**src/rtl/uart_tx_if.sv**
```systemverilog
// Transmit-side bundle between the APB register block and the UART TX engine.
// Carries frame data, frame config and the start strobe toward the engine, and
// returns the serial line and the tx-done status.
interface uart_tx_if;
    logic [31:0] tx_data_i;
    logic [1:0]  data_bit_num_i;
    logic        stop_bit_num_i;
    logic        parity_en_i;
    logic        parity_type_i;
    logic        start_tx_i;
    logic        tx_o;
    logic        tx_done_o;

    // Register-block side.
    modport master (
        output tx_data_i, data_bit_num_i, stop_bit_num_i,
               parity_en_i, parity_type_i, start_tx_i,
        input  tx_o, tx_done_o
    );

    // Transmit-engine side.
    modport slave (
        input  tx_data_i, data_bit_num_i, stop_bit_num_i,
               parity_en_i, parity_type_i, start_tx_i,
        output tx_o, tx_done_o
    );
endinterface

```
**src/rtl/uart_tx.sv**
```systemverilog
// UART serial transmit engine.
// Frames: 1 start bit, 5..8 data bits LSB first, optional even/odd parity,
// 1 or 2 stop bits. Bit timing comes from an internal clock-divider counter.
// A frame is triggered by a rising edge of start_tx_i seen while idle; the
// frame config is captured at that edge so later input changes are harmless.
module uart_tx #(
    parameter int CLKS_PER_BIT = 434
) (
    input logic   clk,
    input logic   reset,
    uart_tx_if.slave bus
);

    localparam int CNT_W = $clog2(CLKS_PER_BIT);
    localparam logic [CNT_W-1:0] CNT_MAX = CNT_W'(CLKS_PER_BIT - 1);
    localparam logic [CNT_W-1:0] CNT_ONE = CNT_W'(1);

    typedef enum logic [2:0] {
        IDLE,
        START,
        DATA,
        PARITY,
        STOP
    } state_t;

    state_t           state_q, state_n;
    logic [CNT_W-1:0] clk_cnt_q, clk_cnt_n;
    logic [2:0]       bit_idx_q, bit_idx_n;
    logic             stop_cnt_q, stop_cnt_n;
    logic             tx_q, tx_n;
    logic             done_q, done_n;
    logic             start_d;
    logic             trigger;
    logic             period_end;

    // Frame shadow copies; only meaningful once a frame has been triggered.
    logic [7:0]       sh_data;
    logic [1:0]       sh_nbits;
    logic             sh_stop;
    logic             sh_pen;
    logic             sh_par;

    // Bits above the widest frame are never transmitted.
    logic             unused_data_hi;
    assign unused_data_hi = ^bus.tx_data_i[31:8];

    // Parity over the low N data bits; odd parity is even parity inverted.
    function automatic logic parity_calc(input logic [7:0] data,
                                         input logic [1:0] nbits,
                                         input logic       odd);
        logic [7:0] mask;
        case (nbits)
            2'b00:   mask = 8'h1F;
            2'b01:   mask = 8'h3F;
            2'b10:   mask = 8'h7F;
            default: mask = 8'hFF;
        endcase
        return (^(data & mask)) ^ odd;
    endfunction

    assign trigger    = (state_q == IDLE) && bus.start_tx_i && !start_d;
    assign period_end = (clk_cnt_q == CNT_MAX);

    assign bus.tx_o      = tx_q;
    assign bus.tx_done_o = done_q;

    // Control state: FSM, counters, line and done registers, start edge delay.
    always_ff @(posedge clk or posedge reset) begin
        if (reset) begin
            state_q    <= IDLE;
            clk_cnt_q  <= '0;
            bit_idx_q  <= '0;
            stop_cnt_q <= 1'b0;
            tx_q       <= 1'b1;
            done_q     <= 1'b1;
            start_d    <= 1'b0;
        end else begin
            state_q    <= state_n;
            clk_cnt_q  <= clk_cnt_n;
            bit_idx_q  <= bit_idx_n;
            stop_cnt_q <= stop_cnt_n;
            tx_q       <= tx_n;
            done_q     <= done_n;
            start_d    <= bus.start_tx_i;
        end
    end

    // Capture data and frame config on the triggering edge.
    always_ff @(posedge clk) begin
        if (trigger) begin
            sh_data  <= bus.tx_data_i[7:0];
            sh_nbits <= bus.data_bit_num_i;
            sh_stop  <= bus.stop_bit_num_i;
            sh_pen   <= bus.parity_en_i;
            sh_par   <= parity_calc(bus.tx_data_i[7:0], bus.data_bit_num_i,
                                    bus.parity_type_i);
        end
    end

    // Next-state logic; tx_n is the line level for the cycle after the edge.
    always_comb begin
        state_n    = state_q;
        clk_cnt_n  = clk_cnt_q;
        bit_idx_n  = bit_idx_q;
        stop_cnt_n = stop_cnt_q;
        tx_n       = tx_q;
        done_n     = done_q;

        if (state_q != IDLE) begin
            clk_cnt_n = period_end ? '0 : clk_cnt_q + CNT_ONE;
        end

        case (state_q)
            IDLE: begin
                tx_n   = 1'b1;
                done_n = 1'b1;
                if (trigger) begin
                    state_n    = START;
                    tx_n       = 1'b0;
                    done_n     = 1'b0;
                    clk_cnt_n  = '0;
                    bit_idx_n  = '0;
                    stop_cnt_n = 1'b0;
                end
            end
            START: begin
                if (period_end) begin
                    state_n   = DATA;
                    bit_idx_n = '0;
                    tx_n      = sh_data[0];
                end
            end
            DATA: begin
                if (period_end) begin
                    // Last data index is N-1 = 4 + data_bit_num.
                    if (bit_idx_q == {1'b1, sh_nbits}) begin
                        if (sh_pen) begin
                            state_n = PARITY;
                            tx_n    = sh_par;
                        end else begin
                            state_n    = STOP;
                            stop_cnt_n = 1'b0;
                            tx_n       = 1'b1;
                        end
                    end else begin
                        bit_idx_n = bit_idx_q + 3'd1;
                        tx_n      = sh_data[bit_idx_n];
                    end
                end
            end
            PARITY: begin
                if (period_end) begin
                    state_n    = STOP;
                    stop_cnt_n = 1'b0;
                    tx_n       = 1'b1;
                end
            end
            STOP: begin
                tx_n = 1'b1;
                if (period_end) begin
                    if (stop_cnt_q == sh_stop) begin
                        state_n = IDLE;
                        done_n  = 1'b1;
                    end else begin
                        stop_cnt_n = 1'b1;
                    end
                end
            end
            default: begin
                state_n = IDLE;
                tx_n    = 1'b1;
                done_n  = 1'b1;
            end
        endcase
    end

endmodule

```
**src/flat_wrapper.sv**
```systemverilog
// flat-port wrapper written by rule: the top's interface ports become plain ports
module uart_tx_flat 
#(
    parameter int CLKS_PER_BIT = 434
)
  (clk, reset, bus_tx_data_i, bus_data_bit_num_i, bus_stop_bit_num_i, bus_parity_en_i, bus_parity_type_i, bus_start_tx_i, bus_tx_o, bus_tx_done_o);
  uart_tx_if bus_i ();
  input logic clk;
  input logic reset;
  input wire logic [$bits(bus_i.tx_data_i)-1:0] bus_tx_data_i;
  input wire logic [$bits(bus_i.data_bit_num_i)-1:0] bus_data_bit_num_i;
  input wire logic [$bits(bus_i.stop_bit_num_i)-1:0] bus_stop_bit_num_i;
  input wire logic [$bits(bus_i.parity_en_i)-1:0] bus_parity_en_i;
  input wire logic [$bits(bus_i.parity_type_i)-1:0] bus_parity_type_i;
  input wire logic [$bits(bus_i.start_tx_i)-1:0] bus_start_tx_i;
  output wire logic [$bits(bus_i.tx_o)-1:0] bus_tx_o;
  output wire logic [$bits(bus_i.tx_done_o)-1:0] bus_tx_done_o;
  assign bus_i.tx_data_i = bus_tx_data_i;
  assign bus_i.data_bit_num_i = bus_data_bit_num_i;
  assign bus_i.stop_bit_num_i = bus_stop_bit_num_i;
  assign bus_i.parity_en_i = bus_parity_en_i;
  assign bus_i.parity_type_i = bus_parity_type_i;
  assign bus_i.start_tx_i = bus_start_tx_i;
  assign bus_tx_o = bus_i.tx_o;
  assign bus_tx_done_o = bus_i.tx_done_o;
  uart_tx #(.CLKS_PER_BIT(CLKS_PER_BIT)) u_core (.clk(clk), .reset(reset), .bus(bus_i));
endmodule
```
**config.mk**
```make
export PLATFORM = sky130hd
export DESIGN_NAME = uart_tx_flat
export DESIGN_NICKNAME = d
export VERILOG_FILES = /design/src/rtl/uart_tx_if.sv /design/src/rtl/uart_tx.sv /design/src/flat_wrapper.sv
export SDC_FILE = /design/constraint.sdc
export NUM_CORES = 1
export LEC_CHECK = 0
export CELL_PAD_IN_SITES_DETAIL_PLACEMENT = 0
export CELL_PAD_IN_SITES_GLOBAL_PLACEMENT = 1
export CORE_MARGIN = 4
export CORE_UTILIZATION = 34
export DETAILED_ROUTE_END_ITERATION = 10
export GPL_ROUTABILITY_DRIVEN = 0
export GPL_TIMING_DRIVEN = 0
export HOLD_SLACK_MARGIN = 0.05
export PLACE_DENSITY = 0.82
export SLEW_MARGIN = 15
export SYNTH_ARGS = -nofsm -noshare
export SYNTH_HDL_FRONTEND = slang
export SYNTH_SLANG_ARGS = --single-unit
```
**constraint.sdc**
```tcl
create_clock -name clk -period 4.8 [get_ports clk]
set_input_delay 0.96 -clock clk [delete_from_list [all_inputs] [get_ports clk]]
set_output_delay 0.96 -clock clk [all_outputs]
set_load 0.05 [all_outputs]
```
==> impl_metrics.csv <==
group,metric,value,unit
global_routing,grt_overflow,0,
logic_synthesis,synth_seq_cells,32,
critical_path,ff2ff_path_depth,3,
global_routing,grt_usage,12.7,%
timing,fin_crit_sh,54.1,%
clock_network,post_cts_buffers,0,
layout,syn_to_final_growth,19.6,%
route,detail-route-antenna-nets,0,
timing,setup_tns,0,ps
clock_network,cts.repair.resized,0,
route,wl,3630,microns
critical_path,worst-path-max-fanout,2,
critical_path,worst_ep_arrival_time,1640,ps
outcome,status,"completed",
critical_path,start_kind,"flip-flop",
die,io_pins,42,
logic_synthesis,ys.flop_type,"dfrtp_1",
logic_synthesis,seq_area_frac_synth,49.2,%
power_and_ir_drop,switching_share,37.4,%
critical_path,crit_type,"flip-flop to output pin",
worst_hold_path,min_path_type,"flip-flop to flip-flop",
layout,num_antenna_cells,0,
die,initial_utilization,36.2,%
route,drtPass1Iterations,4,
timing,slew_headroom,51.5,%
critical_path,r2r_start,"u_core.state_q[0]$_DFFE_PP0P_",
power_and_ir_drop,intPower,0.000571,W
clock_network,holdBufCountCts,0,
logic_synthesis,async_flop_share,59.4,%
route,vias,1374,
layout,final_cell_mix,"17 x clkdlybuf4s50_1, 17 x dfrtp_1, 15 x nand2_1",
logic_synthesis,synth_cell_type_count,48,
power_and_ir_drop,combPwrFrac,32.6,%
power_and_ir_drop,power_frac_seq,43.8,%
critical_path,worst_setup_path_end_kind,"output pin",
critical_path,max_stage_delay,800,ps
clock_network,cts_tree,"yes",
timing,hold_ws,476,ps
power_and_ir_drop,power_leakage,0.821,nW
clock_network,cts_root_buf,"clkbuf_8",
timing,fin_crit,2600,ps
logic_synthesis,yosys_warnings,0,
clock_network,cts_made_buffers,5,
critical_path,required,3840,ps
route,drc_errors,0,
route,drtIter0Drc,108,
global_routing,grt_first_pass_wirelength,6110,microns
logic_synthesis,netlist_area,1770,sq um
global_routing,grt_max_degree,20,
logic_synthesis,synth_edf_count,13,
critical_path,path_cells,"clkdlybuf4s50_1",
timing,tightestPinTransition,727,ps
timing,finClkSkew,9.34,ps
placement,hpwl,2640,microns
critical_path,r2r-end,"u_core.sh_data[0]$_DFFE_PN_",
critical_path,crit_cells,1,
timing,finalSetupViolCount,0,
route,vias_per_cell,5.37,
critical_path,path_delay_family,"buffers and inverters",
die,die_area,6410,sq um
power_and_ir_drop,clockPowerShare,23.6,%
timing,rsz0062_at_grt,"no",
logic_synthesis,syn-num-nets,207,
global_routing,antenna_found_initial,0,
power_and_ir_drop,peakVddDrop,0.228,mV
critical_path,crit_slowest_cell,"clkdlybuf4s50_1",
logic_synthesis,avgSynthCellArea,10.8,sq um
timing,fmax,385,MHz
critical_path,rrSetupSlack,2720,ps
timing,slew_viol_final,0,
global_routing,grt_pass1_vias,1226,
clock_network,cts.sinks,32,
run,maxCapViolCount,0,
die,placementRows,25,
timing,hold_viol_final,0,
logic_synthesis,syn-instance-count,164,
critical_path,setup.worst_path.start,"u_core.bus.tx_o$_DFFE_PP1P_",
layout,fin_nets,231,
clock_network,clk_latency,290,ps
power_and_ir_drop,p_sw,0.000341,W
placement,portBuffers,17,
route,wire_per_inst,14.2,microns
critical_path,path_buf_inv,1,
die,core,4880,sq um
die,die_x,80.1,microns
clock_network,clk_pin_slew,80,ps
clock_network,h-tree-depth,2,
clock_network,clk_path_buf_depth,2,
layout,drive_gt1_share,11.6,%
die,fp.dieH,80.1,microns
power_and_ir_drop,powerDensity,431,nW/um^2
critical_path,cp-endpoint,"bus_tx_o",
[synth_stat cells (all sizes together) (2+ instances only)]
| cell | number | share of area, % |
|---|---|---|
| o211ai | 2 | 0.85 |
| a31oi | 5 | 2.6 |
| a21o | 5 | 2.1 |
| a21oi | 9 | 2.8 |
| nand2b | 4 | 1.4 |
| xnor2 | 12 | 5.9 |
| inv | 8 | 1.7 |
| nor4 | 2 | 0.71 |
| ha | 3 | 2.1 |
| nor2b | 2 | 0.71 |
| and3 | 2 | 0.71 |
| mux4 | 2 | 3.0 |
| or3 | 2 | 0.71 |
| a22o | 2 | 0.99 |
| o21ai | 14 | 4.0 |
| a221oi | 2 | 1.7 |
| a41oi | 2 | 0.99 |
| nand2 | 15 | 3.2 |
| clkbuf | 2 | 0.43 |
| buf | 3 | 1.2 |
| nor3 | 3 | 0.85 |
| dfrtp | 17 | 24 |
| edfxtp | 13 | 22 |
| nand3 | 6 | 1.7 |
| nor4b | 2 | 0.99 |
| dfstp | 2 | 3.0 |
| nor2 | 7 | 1.6 |
[registers in the layout, indices dropped and copies added, names as in the netlist]
signal                flops
u_core.clk_cnt_q          9
u_core.sh_nbits           2
u_core.sh_data            8
u_core.stop_cnt_q         1
u_core.sh_stop            1
u_core.bit_idx_q          3
u_core.bus.tx_o           1
u_core.state_q            3
u_core.sh_par             1
u_core.bus.tx_done_o      1
u_core.sh_pen             1
u_core.start_d            1
[area by class of cell]
type	count	area, sq um
tap	67	83.8
inverter	8	30.0
buffer	5	28.8
multi-input combinational	119	840
clock inverter	3	23.8
fill	485	2770
sequential	32	868
clock buffer	5	68.8
timing repair buffer	17	170
[worst min-delay path by stage]
stage                                          start                               end  slack [ps]  cells past startpoint
finish              u_core.bus.tx_done_o$_DFFE_PP1P_  u_core.bus.tx_done_o$_DFFE_PP1P_         480                      2
global route        u_core.bus.tx_done_o$_DFFE_PP1P_  u_core.bus.tx_done_o$_DFFE_PP1P_         490                      2
CTS                 u_core.bus.tx_done_o$_DFFE_PP1P_  u_core.bus.tx_done_o$_DFFE_PP1P_         480                      2
detailed placement  u_core.bus.tx_done_o$_DFFE_PP1P_  u_core.bus.tx_done_o$_DFFE_PP1P_         460                      2
global placement    u_core.bus.tx_done_o$_DFFE_PP1P_  u_core.bus.tx_done_o$_DFFE_PP1P_         460                      2
floorplan              u_core.clk_cnt_q[8]$_DFF_PP0_     u_core.clk_cnt_q[8]$_DFF_PP0_         480                      2
[routing by layer]
metal	global-route usage, %	wire (microns)	part of all wire, %
met1	17.4	1760	48
met2	17.8	1620	44
met3	4.60	211	5.8
met4	5.41	46	1.3
met5	0	0	0
[power by group through the flow]
stage / clock (W) / combinational (W) / sequential [W]
floorplan: 0 / 0.000193 / 0.000418
global placement: 0 / 0.000291 / 0.000403
detailed placement: 0 / 0.000297 / 0.000404
CTS: 0.000219 / 0.000300 / 0.000399
global route: 0.000234 / 0.000330 / 0.000407
finish: 0.000215 / 0.000298 / 0.000399
[logic make-up after synthesis]
family                   after synthesis  share of synthesized area, %
AO/OA/AOI/OAI                         49                          19.9
XOR/XNOR                              13                          6.44
adder cells (fa/ha/maj)                3                          2.12
buffers and inverters                 13                          3.33
flip-flops                            32                          49.1
multiplexers                           3                          3.61
AND/OR/NAND/NOR                       51                          15.4
[stage by stage]
step	power [W]	util (%)	std cells	area (sq um)	setup slack, ps
after floorplan	0.000611	-	164	1770	2880
after global placement	0.000694	41.4	248	2020	2100
after detailed placement	0.000701	41.4	248	2020	2080
after CTS	0.000918	43.3	256	2110	2190
after global routing	0.000971	43.3	256	2110	2170
final	0.000912	43.3	256	2110	2200
(Power assumes the default switching activity.)
